File: config.mk
export PLATFORM = sky130hd
export DESIGN_NAME = micro_issue
export DESIGN_NICKNAME = d
export VERILOG_FILES = /design/src/rtl/micro_issue_pkg.sv /design/src/rtl/issue_scoreboard.sv /design/src/rtl/micro_issue.sv
export SDC_FILE = /design/constraint.sdc
export NUM_CORES = 1
export LEC_CHECK = 0
export ABC_AREA = 1
export BUFFER_PORTS_ARGS = -buffer_cell sky130_fd_sc_hd__buf_2
export CORE_AREA = 2 2 94 96
export DETAILED_ROUTE_END_ITERATION = 10
export DIE_AREA = 0 0 96 98
export PLACE_DENSITY = 0.86
export RECOVER_POWER = 25
export SYNTH_ARGS = -nofsm -noshare
export SYNTH_HDL_FRONTEND = slang
export SYNTH_SLANG_ARGS = --single-unit
export TNS_END_PERCENT = 1
File: constraint.sdc
create_clock -name clk -period 5.51 [get_ports clk]
set_clock_uncertainty 0.2 [all_clocks]
set_input_delay 0 -clock clk [delete_from_list [all_inputs] [get_ports clk]]
set_output_delay 0 -clock clk [all_outputs]
set_load 0.03 [all_outputs]
File: src/rtl/micro_issue_pkg.sv
// rtl/micro_issue_pkg.sv - shared micro-op widths, opcodes and issue-slot type
package micro_issue_pkg;

  localparam int MICRO_W    = 6;
  localparam int REG_ADDR_W = 4;
  localparam int IMM_W      = 16;
  localparam int BIT_MODE_W = 2;
  localparam int ADDR_W     = 32;
  localparam int NREGS      = 2 ** REG_ADDR_W;

  localparam logic [MICRO_W-1:0] MICRO_NOP = 6'd0;
  localparam logic [MICRO_W-1:0] MICRO_ADD = 6'd1;
  localparam logic [MICRO_W-1:0] MICRO_SUB = 6'd2;
  localparam logic [MICRO_W-1:0] MICRO_MOV = 6'd3;
  localparam logic [MICRO_W-1:0] MICRO_CMP = 6'd4;
  localparam logic [MICRO_W-1:0] MICRO_JCC = 6'd5;
  localparam logic [MICRO_W-1:0] MICRO_ST  = 6'd6;

  typedef struct packed {
    logic [MICRO_W-1:0]    opcode;
    logic [REG_ADDR_W-1:0] rd;
    logic [REG_ADDR_W-1:0] rs;
    logic [REG_ADDR_W-1:0] rt;
    logic [IMM_W-1:0]      imm;
    logic [BIT_MODE_W-1:0] bit_mode;
    logic                  efl_mode;
    logic [ADDR_W-1:0]     pc;
  } issue_slot_t;

  localparam issue_slot_t SLOT_RST = '{opcode: MICRO_NOP, default: '0};

  // Only ALU-style ops produce a destination register; compares, branches and stores do not.
  function automatic logic writes_d(input logic [MICRO_W-1:0] op);
    return (op == MICRO_ADD) || (op == MICRO_SUB) || (op == MICRO_MOV);
  endfunction

endpackage

File: src/rtl/issue_scoreboard.sv
// rtl/issue_scoreboard.sv - register/EFLAGS busy tracking and in-flight credit count
module issue_scoreboard
  import micro_issue_pkg::*;
#(
  parameter int INFLIGHT_MAX = 4
) (
  input  logic                  clk,
  input  logic                  rstn,
  input  logic                  flush_i,
  input  logic                  iss_fire_i,
  input  logic                  iss_writes_d_i,
  input  logic                  iss_efl_i,
  input  logic [REG_ADDR_W-1:0] iss_rd_i,
  input  logic                  wb_valid_i,
  input  logic [REG_ADDR_W-1:0] wb_reg_addr_i,
  input  logic                  wb_writes_d_i,
  input  logic                  wb_efl_i,
  output logic [NREGS-1:0]      busy_o,
  output logic                  efl_busy_o,
  output logic                  credit_ok_o
);

  localparam int CNT_W = $clog2(INFLIGHT_MAX + 1);
  localparam logic [CNT_W-1:0] MAX_CNT = CNT_W'(INFLIGHT_MAX);

  logic [NREGS-1:0] busy_q, busy_d;
  logic             efl_busy_q, efl_busy_d;
  logic [CNT_W-1:0] inflight_q, inflight_d;
  logic             wb_eff;

  // A writeback with nothing outstanding is spurious and must not underflow the count.
  assign wb_eff = wb_valid_i & (inflight_q != '0);

  always_comb begin
    busy_d     = busy_q;
    efl_busy_d = efl_busy_q;
    inflight_d = inflight_q;
    if (wb_eff) begin
      if (wb_writes_d_i) busy_d[wb_reg_addr_i] = 1'b0;
      if (wb_efl_i)      efl_busy_d = 1'b0;
    end
    if (iss_fire_i) begin
      if (iss_writes_d_i) busy_d[iss_rd_i] = 1'b1;
      if (iss_efl_i)      efl_busy_d = 1'b1;
    end
    if (iss_fire_i && !wb_eff)      inflight_d = inflight_q + CNT_W'(1);
    else if (!iss_fire_i && wb_eff) inflight_d = inflight_q - CNT_W'(1);
    if (flush_i) begin
      busy_d     = '0;
      efl_busy_d = 1'b0;
      inflight_d = '0;
    end
  end

  always_ff @(posedge clk) begin
    if (!rstn) begin
      busy_q     <= '0;
      efl_busy_q <= 1'b0;
      inflight_q <= '0;
    end else begin
      busy_q     <= busy_d;
      efl_busy_q <= efl_busy_d;
      inflight_q <= inflight_d;
    end
  end

  assign busy_o      = busy_q;
  assign efl_busy_o  = efl_busy_q;
  assign credit_ok_o = (inflight_q < MAX_CNT);

endmodule

File: src/rtl/micro_issue.sv
// rtl/micro_issue.sv - in-order issue stage: hazard check, stall and registered issue slot
module micro_issue
  import micro_issue_pkg::*;
#(
  parameter int INFLIGHT_MAX = 4
) (
  input  logic                  clk,
  input  logic                  rstn,
  input  logic [MICRO_W-1:0]    deq_opcode_head,
  input  logic [REG_ADDR_W-1:0] deq_reg_addr_d_head,
  input  logic [REG_ADDR_W-1:0] deq_reg_addr_s_head,
  input  logic [REG_ADDR_W-1:0] deq_reg_addr_t_head,
  input  logic [IMM_W-1:0]      deq_immediate_head,
  input  logic [BIT_MODE_W-1:0] deq_bit_mode_head,
  input  logic                  deq_efl_mode_head,
  input  logic [ADDR_W-1:0]     deq_pc_head,
  output logic                  stall,
  output logic                  iss_valid,
  output logic [MICRO_W-1:0]    iss_opcode,
  output logic [REG_ADDR_W-1:0] iss_reg_addr_d,
  output logic [REG_ADDR_W-1:0] iss_reg_addr_s,
  output logic [REG_ADDR_W-1:0] iss_reg_addr_t,
  output logic [IMM_W-1:0]      iss_immediate,
  output logic [BIT_MODE_W-1:0] iss_bit_mode,
  output logic                  iss_efl_mode,
  output logic [ADDR_W-1:0]     iss_pc,
  input  logic                  exe_ready,
  input  logic                  wb_valid,
  input  logic [REG_ADDR_W-1:0] wb_reg_addr,
  input  logic                  wb_writes_d,
  input  logic                  wb_efl,
  input  logic                  flush
);

  issue_slot_t      head, slot_q, slot_d;
  logic             valid_q, valid_d;
  logic [NREGS-1:0] busy;
  logic             efl_busy, credit_ok;
  logic             live, head_wd, hazard, slot_free, can_issue, issue_fire;

  assign head = '{opcode: deq_opcode_head, rd: deq_reg_addr_d_head, rs: deq_reg_addr_s_head,
                  rt: deq_reg_addr_t_head, imm: deq_immediate_head, bit_mode: deq_bit_mode_head,
                  efl_mode: deq_efl_mode_head, pc: deq_pc_head};

  assign live      = (head.opcode != MICRO_NOP);
  assign head_wd   = writes_d(head.opcode);
  // Registered busy bits only: a writeback this cycle frees the source next cycle.
  assign hazard    = busy[head.rs] | busy[head.rt] | (head_wd & busy[head.rd])
                   | (head.efl_mode & efl_busy);
  assign slot_free = ~valid_q | exe_ready;
  assign can_issue = live & ~hazard & slot_free & credit_ok;
  assign issue_fire = can_issue & ~flush;
  assign stall     = live & ~can_issue & ~flush;

  always_comb begin
    slot_d  = slot_q;
    valid_d = valid_q;
    if (issue_fire) begin
      slot_d  = head;
      valid_d = 1'b1;
    end else if (valid_q && exe_ready) begin
      valid_d = 1'b0;
    end
    if (flush) valid_d = 1'b0;
  end

  always_ff @(posedge clk) begin
    if (!rstn) begin
      valid_q <= 1'b0;
      slot_q  <= SLOT_RST;
    end else begin
      valid_q <= valid_d;
      slot_q  <= slot_d;
    end
  end

  issue_scoreboard #(.INFLIGHT_MAX(INFLIGHT_MAX)) u_sb (
    .clk           (clk),
    .rstn          (rstn),
    .flush_i       (flush),
    .iss_fire_i    (issue_fire),
    .iss_writes_d_i(head_wd),
    .iss_efl_i     (head.efl_mode),
    .iss_rd_i      (head.rd),
    .wb_valid_i    (wb_valid),
    .wb_reg_addr_i (wb_reg_addr),
    .wb_writes_d_i (wb_writes_d),
    .wb_efl_i      (wb_efl),
    .busy_o        (busy),
    .efl_busy_o    (efl_busy),
    .credit_ok_o   (credit_ok)
  );

  assign iss_valid      = valid_q;
  assign iss_opcode     = slot_q.opcode;
  assign iss_reg_addr_d = slot_q.rd;
  assign iss_reg_addr_s = slot_q.rs;
  assign iss_reg_addr_t = slot_q.rt;
  assign iss_immediate  = slot_q.imm;
  assign iss_bit_mode   = slot_q.bit_mode;
  assign iss_efl_mode   = slot_q.efl_mode;
  assign iss_pc         = slot_q.pc;

endmodule

Yosys cells after proc, flatten, opt, wreduce, memory -nomap -nowiden

Cells that the tools add are included.

Add/sub/neg operators: 2
Order comparisons: 7
Bitwise logic cells: 21
Reductions and logical operators: 14
Eq/ne operators: 3
Multiplexer cells: 22

Operators by type and width:

| kind                                                                  | count |
|---|---|
| 16-bit 2-to-1 mux                                                     | 4 |
| 4-bit by 5-bit < comparator with 1-bit output, second input constant  | 4 |
| 16-bit AND                                                            | 1 |
| 16-bit inverter                                                       | 1 |
| 16-bit bitwise OR                                                     | 1 |
| 1-bit binary-select mux with 4-bit select                             | 3 |
| 6-bit by 2-bit == test with 1-bit output, second input constant       | 2 |
| 1-bit 2-to-1 mux                                                      | 11 |
| 1-bit AND                                                             | 9 |
| 1-bit demux with 4-bit select                                         | 2 |
| 4-bit by 1-bit >= comparator with 1-bit output, second input constant | 2 |
| 6-bit by 1-bit == test with 1-bit output, second input constant       | 1 |
| 3-bit 2-to-1 mux                                                      | 2 |
| 6-bit nonzero test                                                    | 1 |
| 1-bit logical AND                                                     | 5 |
| 1-bit inverter                                                        | 5 |
| 1-bit bitwise OR                                                      | 4 |
| 2-bit nonzero test                                                    | 2 |
| 3-bit by 1-bit adder with 3-bit output, second input constant         | 1 |
| 3-bit < comparator, second input constant                             | 1 |
| 3-bit nonzero test                                                    | 1 |
| 3-bit by 1-bit subtractor with 3-bit output, second input constant    | 1 |
| 1-bit zero test                                                       | 2 |
| 1-bit logical OR                                                      | 2 |
| 2-bit OR reduction                                                    | 1 |

Word-level logic and storage cells: 81
Register bits: 90
Output and inout bits: 71
Bits of input ports: 80

Logic depth before layout (Yosys ltp)

Gate-level depths: netlist (run 1).

Word-level depth: 15
Depth in mapped cells: 20
Mapped depth without buffers: 18

Hierarchy

From an unflattened synthesis (run 1), not the netlist that was laid out.

Cells, all modules: 741
Area, all modules: 4,734.5 um2

Modules (own cells, without submodules):

| module           | cells an instance | area an instance (um2) | instances | seq. area each (um2) |
|---|---|---|---|---|
| micro_issue      | 576               | 3,663.5                | 1         | 1,401.3 |
| issue_scoreboard | 165               | 1,071.0                | 1         | 400.4 |

Least setup slack after synthesis (run 1)

No wires, ideal clock.

Path type: register to register
Start point: reg valid_q (netlist: iss_valid)
End point: reg u_sb.inflight_q[2]
Path slack: 2,839 ps
Path buffers: 2
Period minus slack after synthesis: 2,671 ps
Stages on the path, launching flop included: 17
Library setup time: 58 ps
Data required time: 5,252 ps
Arrival time: 2,414 ps
Cells stage by stage: dfxtp_1 -> nand2_1 -> nand3_1 -> inv_1 -> nand2_1 -> nor2_8 -> nand3_2 -> buf_4 -> buf_4 -> inv_1 -> ha_1 -> inv_1 -> fa_1 -> a21oi_1 -> o21ai_0 -> a21oi_1 -> o21a_1

Longest elaborated chain between the ends: 8
Elaborated cells on any way between the ends: 10
Classes of those cells: mux (1); bitwise (5); reduce/logical (4)

RTL lines:

| item                                | RTL line               | RTL |
|---|---|---|
| start: declaration                  | micro_issue.sv:36      | `logic valid_q, valid_d;` |
| start signal: assignment            | micro_issue.sv:72      | `valid_q <= valid_d;` |
| 1-bit inverter (*)                  | micro_issue.sv:50      | `assign slot_free = ~valid_q \| exe_ready;` |
| 1-bit bitwise OR (*)                | micro_issue.sv:50      |  |
| 1-bit AND (*) (2 in series)         | micro_issue.sv:51      | `assign can_issue = live & ~hazard & slot_free & credit_ok;` |
| 1-bit AND (*)                       | micro_issue.sv:52      | `assign issue_fire = can_issue & ~flush;` |
| via issue_fire                      | micro_issue.sv:39      | `logic live, head_wd, hazard, slot_free, can_issue, issue_fire;` |
| 1-bit zero test                     | issue_scoreboard.sv:47 | `else if (!iss_fire_i && wb_eff) inflight_d = inflight_q - CNT_W'(1);` |
| 1-bit logical AND                   | issue_scoreboard.sv:47 |  |
| 2-bit nonzero test (no source line) | n/a                    |  |
| end signal: assignment              | issue_scoreboard.sv:63 | `inflight_q <= inflight_d;` |
| end: declaration                    | issue_scoreboard.sv:28 | `logic [CNT_W-1:0] inflight_q, inflight_d;` |

Mark *: on every way through the listed nets, which the timed path passes. The rest lies on a longest branch.
A chain may end at the register's enable or synchronous reset.

Worst setup path after layout (run 1)

Start point: in deq_reg_addr_t_head[0]
End point: reg u_sb.inflight_q[2]

Longest elaborated chain between the ends: 13
Elaborated cells on any way between the ends: 15
Classes of those cells: mux (3); bitwise (8); reduce/logical (4)

RTL lines:

| item                                          | RTL line               | RTL |
|---|---|---|
| start: declaration                            | micro_issue.sv:12      | `input logic [REG_ADDR_W-1:0] deq_reg_addr_t_head,` |
| 1-bit binary-select mux with 4-bit select (*) | micro_issue.sv:48      | `assign hazard = busy[head.rs] \| busy[head.rt] \| (head_wd & busy[head.rd])` |
| 1-bit 2-to-1 mux (not written as such) (*)    | micro_issue.sv:48      |  |
| 1-bit bitwise OR (*) (2 in series)            | micro_issue.sv:48      |  |
| 1-bit bitwise OR (*)                          | micro_issue.sv:49      | `\| (head.efl_mode & efl_busy);` |
| 1-bit inverter (*)                            | micro_issue.sv:51      |  |
| 1-bit AND (*) (3 in series)                   | micro_issue.sv:51      |  |
| 1-bit AND (*)                                 | micro_issue.sv:52      |  |
| via issue_fire                                | micro_issue.sv:39      |  |
| 1-bit zero test                               | issue_scoreboard.sv:47 |  |
| 1-bit logical AND                             | issue_scoreboard.sv:47 |  |
| 2-bit nonzero test (no source line)           | n/a                    |  |

Mark *: on every way through the listed nets, which the timed path passes. The rest lies on a longest branch. The select of a mux whose other input is x is not followed.

==> results of run 1 <==
where the power goes:
| group | leakage [nW] | internal, W | switching (W) |
|---|---|---|---|
| logic | 2.42 | 0.000161 | 0.000324 |
| registers | 0.737 | 0.000707 | 0.0000301 |
| clock network | 0.109 | 0.000262 | 0.000255 |
| total | 3.26 | 0.00113 | 0.000610 |
worst max-delay path, stage by stage:
cell,delay [ns]
dlygate4sd3_1,0.55
buf_2,0.20
inv_2,0.16
nand2_1,0.07
nand3_1,0.07
nand3_1,0.08
nand3b_1,0.11
nand2_1,0.09
nor2_4,0.37
nand3_4,0.46
inv_1,0.17
ha_1,0.16
inv_1,0.06
fa_1,0.37
a21oi_1,0.14
o21ai_0,0.12
a21oi_1,0.14
o21a_1,0.14
metal layers:
layer | part of all wire | global-route usage | wire length (µm)
met1 | 0.41 | 0.356 | 5650
met2 | 0.49 | 0.504 | 6760
met3 | 0.067 | 0.0679 | 933
met4 | 0.041 | 0.142 | 573
met5 | 0 | 0 | 0
Yosys cell counts, drive strengths merged:
master,instances
a21oi,26
buf,21
clkbuf,11
clkinv,1
dfxtp,90
fa,1
ha,1
inv,114
nand2,221
nand3,31
nand3b,1
nand4,17
nor2,161
nor3,11
o211ai,1
o21a,1
o21ai,21
o31ai,1
xor2,1
cells by family (layout without fill, tap and decap cells):
group                      after synthesis  after routing  share of synthesized area
xor gates and xnor gates                 1              1                    0.00194
and+or+nand+nor                        442            442                      0.396
adders and majority gates                2              2                    0.00719
DFF                                     90             90                      0.398
AOI/OAI and AO/OA                       50             50                     0.0570
buffers and inverters                  147            368                      0.139
worst min path at each step:
stage	endpoint	slack, ns	cells past startpoint	startpoint
after floorplan	iss_bit_mode[1]	-0.07	2	deq_bit_mode_head[1]
after global placement	iss_pc[3]	0.02	3	deq_pc_head[3]
after detailed placement	iss_pc[8]	0.02	3	deq_pc_head[8]
after CTS	u_sb.busy_o[15]	0.03	4	flush
after global routing	u_sb.busy_o[15]	0.09	4	flush
final	u_sb.busy_o[15]	0.06	4	flush
layout make-up:
class | count | share of cell area
Clock buffer | 10 | 0.0204
Multi-Input combinational cell | 495 | 0.336
Timing Repair Buffer | 237 | 0.250
Clock inverter | 6 | 0.0154
Tap cell | 108 | 0.0216
Inverter | 115 | 0.0690
Sequential cell | 90 | 0.288
per-stage QoR:
| step | cell area [µm²] | setup slack [ns] |
|---|---|---|
| after floorplan | 4530 | 2.84 |
| after global placement | 5240 | 2.34 |
| after detailed placement | 5240 | 2.32 |
| after CTS | 6310 | 2.23 |
| after global routing | 6260 | 1.88 |
| final | 6260 | 2.16 |
state kept, by name (all words and copies together), names as in the netlist:
register,flops
iss_reg_addr_s,4
u_sb.inflight_q,3
iss_efl_mode,1
iss_bit_mode,2
iss_immediate,16
u_sb.efl_busy_o,1
u_sb.busy_o,16
iss_valid,1
iss_reg_addr_t,4
iss_reg_addr_d,4
iss_opcode,6
iss_pc,32
==> run_results.csv, run 1 <==
group,metric,value,unit
placement,dp_hpwl,8.22,mm
timing,finalSetupTns,0,ns
grt,grt_max_degree,96,
worst_setup_path,endpoint,"u_sb.inflight_q[2]",
final_layout,final_common_cell,"nand2_1",
grt,grt.total_usage,0.300,
grt,antenna_found_initial,0,
yosys,syn_area,4530,µm²
timing,slew_headroom,0.419,
pwr,p_per_area,278,nW/µm²
yosys,postSynthAreaPerCell,6.18,µm²
placement,gp_congestion,0.979,
cts,cts_tree,"yes",
final_layout,drive_above_1_share,0.142,
final_layout,fillers,666,
worst_setup_path,r2r_cells,16,
cts,hold_buffers,85,
worst_setup_path,worstPathArrival,3.46,ns
timing,slew_viol_final,0,
final_layout,final_core_util,0.739,
worst_setup_path,worstSetupPathType,"input port to flip-flop",
yosys,synth_cell_types,27,
floorplan,die_h,98,µm
yosys,synth_warnings,0,
yosys,netlist.area_leader.share,0.398,
timing,hold_ws,0.0583,ns
worst_setup_path,r2r_start,"u_sb.busy_o[2]",
detailed_routing,drc,0,
floorplan,dieArea,9410,µm²
timing,setup_viol,0,
final_layout,final_cell_mix,"221 x nand2_1, 158 x nor2_1, 110 x inv_1, 110 x buf_2, 90 x dfxtp_1",
yosys,synth_cells,732,
timing,finalCritPeriodShare,0.608,
yosys,yosysSeqAreaShare,0.398,
final_layout,diodes,0,
placement,port_buffers,150,
pwr,vdd_drop_max,0.225,mV
cts,clk-insertion-delay-late,0.37,ns
worst_setup_path,rrSetupSlack,2.26,ns
yosys,synth_top_cell_by_area,"dfxtp_1",
floorplan,num_rows,34,
detailed_routing,wl_per_cell,13.1,µm
floorplan,die_x,96,µm
pwr,power.total,0.00174,W
cts,cts.sinks,90,
yosys,synth_area_leaders,"dfxtp_1 40%, nand2_1 18%, nor2_1 13%",
worst_setup_path,required,5.62,ns
final_layout,multi_input_area,2100,µm²
detailed_routing,viasPerCell,4.89,
pwr,p_leak,3.26,nW
grt,grt_pass1_vias,4883,
final_layout,fin_cells,1061,
grt,grt-ovfl-total,0,
cts,cts_buffer_depth,2,
cts,path_clk_slew,0.10,ns
flow_run,timing.max_cap.violations,0,
cts,htreeDepth,3,
worst_setup_path,crit_path_max_fanout,45,
timing,fmax,298,MHz
worst_hold_path,hp-class,"input port to flip-flop",
final_layout,layout.nets,1030,
timing,min_period,3.35,ns
detailed_routing,routed_wl,13.9,mm
timing,hold_viol,0,
detailed_routing,ant_nets,0,
yosys,synth_nets,814,
grt,grt_pass1_wl,22.2,mm
worst_setup_path,critPathLaunchType,"input port",
timing,rsz0062_at_grt,"false",
timing,worstMarginPinSlew,0.872,ns
placement,place_inst,960,
floorplan,core-area,8470,µm²
detailed_routing,drtIter0Drc,347,
yosys,ys_ff_latch,90,
cts,cts_buffers,9,
cts,cts-root-buf,"clkbuf_8",
status,outcome,"completed",
floorplan,ios,151,
final_layout,seqCellArea,1800,µm²
worst_setup_path,startpoint,"deq_reg_addr_t_head[0]",
detailed_routing,num_vias,5183,
detailed_routing,dr.pass1.iters,7,
worst_setup_path,cp-end-kind,"flip-flop",
floorplan,initial_core_util,0.535,
worst_setup_path,worstReg2RegEnd,"u_sb.inflight_q[2]",
final_layout,area_growth,38.3,%
cts,cts_resized,0,
cts,post_cts_buffers,0,
Power figures use the tool's default switching activity.
==> run 2: changes to the inputs <==
CORE_AREA = 2 2 98 100   (was 2 2 94 96)
DIE_AREA = 0 0 100 102   (was 0 0 96 98)
PLACE_DENSITY = 0.8   (was 0.86)
clock period = 3.4 ns   (was 5.51 ns; I/O delays follow)
==> run_results.csv, run 2 (same netlist as run 1, synthesis figures left out) <==
group,metric,value,unit
status,outcome,"completed",
cts,path_clk_slew,0.10,ns
timing,min_period,2.85,ns
final_layout,largest_reg_flops,32,
worst_setup_path,slowest_delay,0.53,ns
pwr,p_per_area,425,nW/µm²
timing,worstMarginPinSlew,0.742,ns
timing,fin_ws,0.546,ns
grt,grt_pass1_wl,21.7,mm
cts,htreeDepth,3,
worst_setup_path,crit_path_top_delay_cell,"dlygate4sd3_1",
floorplan,initial_core_util,0.497,
worst_setup_path,cp-end-kind,"flip-flop",
flow_run,timing.max_cap.violations,0,
final_layout,final_cell_mix,"221 x nand2_1, 158 x nor2_1, 110 x inv_1, 110 x buf_2, 90 x dfxtp_1",
detailed_routing,num_vias,5172,
floorplan,num_rows,35,
final_layout,area_growth,38.7,%
detailed_routing,wl_per_cell,12.8,µm
final_layout,drive_above_1_share,0.144,
cts,cts_buffers,9,
placement,place_inst,965,
floorplan,ios,151,
placement,dp_hpwl,8.09,mm
worst_setup_path,crit_path_max_fanout,19,
placement,port_buffers,150,
grt,antenna_found_initial,0,
placement,gp_congestion,0.983,
timing,hold_ws,0.0142,ns
timing,slew_headroom,0.504,
timing,setup_viol,0,
pwr,p_leak,3.27,nW
detailed_routing,drtIter0Drc,475,
worst_setup_path,path_cells,"dlygate4sd3_1 -> buf_2 -> inv_1 -> nand2_1 -> nand3_1 -> nand3_1 -> nand3_1 -> nand2_1 -> nor2_8 -> nand3_4 -> inv_1 -> ha_1 -> inv_1 -> fa_1 -> a21oi_1 -> o21ai_0 -> a21oi_1 -> o21a_1",
timing,finalSetupTns,0,ns
worst_setup_path,worstPathArrival,2.96,ns
worst_setup_path,critPathLaunchType,"input port",
floorplan,die_h,102,µm
grt,grt.total_usage,0.263,
cts,cts_resized,0,
floorplan,dieArea,10200,µm²
cts,cts.sinks,90,
floorplan,core-area,9110,µm²
cts,cts_tree,"yes",
timing,hold_viol,0,
worst_hold_path,hp-class,"input port to flip-flop",
placement,dp_slack,0.774,ns
final_layout,layout.nets,1035,
worst_setup_path,worst-path-buf-inv,5,
cts,cts-root-buf,"clkbuf_8",
detailed_routing,ant_nets,0,
timing,fmax,350,MHz
detailed_routing,routed_wl,13.7,mm
pwr,vdd_drop_max,0.240,mV
worst_setup_path,crit_family,"buffers and inverters",
cts,cts_buffer_depth,2,
cts,clk-insertion-delay-late,0.35,ns
final_layout,fin_cells,1070,
timing,rsz0062_at_grt,"false",
timing,slew_viol_final,0,
detailed_routing,drc,0,
detailed_routing,dr.pass1.iters,8,
timing,finalCritPeriodShare,0.839,
grt,grt_pass1_vias,4826,
final_layout,final_common_cell,"nand2_1",
grt,grt_max_degree,139,
floorplan,die_x,100,µm
worst_setup_path,required,3.50,ns
worst_setup_path,worstSetupPathType,"input port to flip-flop",
grt,grt-ovfl-total,0,
detailed_routing,viasPerCell,4.83,
==> run 2: changes by cell type in the layout (fill, tap and decap cells not counted), sizes merged <==
cell | previous run | this run
bufinv | 2 | 0
diode | 0 | 1
clkinvlp | 1 | 2
clkbuf | 50 | 49
buf | 112 | 114
dlygate4sd3 | 85 | 88
clkinv | 1 | 3
==> run 2: per-stage QoR <==
| stage | util | total power (W) | instance area [µm²] |
|---|---|---|---|
| after floorplan | - | 0.00174 | 4530 |
| after global placement | 0.578 | 0.00192 | 5270 |
| after detailed placement | 0.578 | 0.00193 | 5270 |
| after CTS | 0.694 | 0.00267 | 6320 |
| after global routing | 0.689 | 0.00281 | 6270 |
| final | 0.689 | 0.00266 | 6270 |
==> run 2: repair_timing <==
item / CTS / global route
buffers inserted: 0 / 0
hold endpoints to repair: 87 / 0
setup endpoints to repair: 0 / 0
hold buffers: 88 / 0
==> run 2: layer usage <==
layer  wire length (µm)  GRT usage  vias up
li1                   -          -     2640
met1               5430      0.314     2241
met5                  0          0        -
met2               6660      0.444      237
met3               1120     0.0677       54
met4                509      0.129        0
==> run 2: worst paths after layout <==
kind | endpoint | cells after the start | slack, ns | start
worst max-delay path | u_sb.inflight_q[2] | 18 | 0.55 | deq_reg_addr_s_head[0]
worst min-delay path | u_sb.inflight_q[0] | 5 | 0.01 | wb_valid
worst max register to register | u_sb.inflight_q[2] | 16 | 0.70 | u_sb.busy_o[9]
worst min register to register | iss_efl_mode | 2 | 0.27 | iss_efl_mode
==> run 2: worst register-to-register path, stage by stage (launching register included) <==
cell	delay, ns
dfxtp_1	0.32
inv_1	0.10
nand2_1	0.07
nand3_1	0.09
nand3_1	0.07
nand3_1	0.10
nand2_1	0.13
nor2_8	0.28
nand3_4	0.12
inv_1	0.08
ha_1	0.14
inv_1	0.07
fa_1	0.38
a21oi_1	0.14
o21ai_0	0.11
a21oi_1	0.14
o21a_1	0.14
==> run 2: report_power, final <==
part	total [W]	leakage, nW	switching (W)	internal [W]
registers	0.00119	0.737	0.0000483	0.00115
clock network	0.000678	0.0864	0.000407	0.000271
logic	0.000792	2.45	0.000526	0.000266
total	0.00266	3.27	0.000981	0.00168
==> run 2: cell type report <==
cell class | instances | area (µm²)
multi-input combinational | 495 | 2100
tap | 111 | 139
fill | 790 | 2830
antenna | 1 | 2.50
clock buffer | 9 | 124
sequential | 90 | 1800
inverter | 115 | 432
clock inverter | 7 | 51.3
timing repair buffer | 242 | 1620
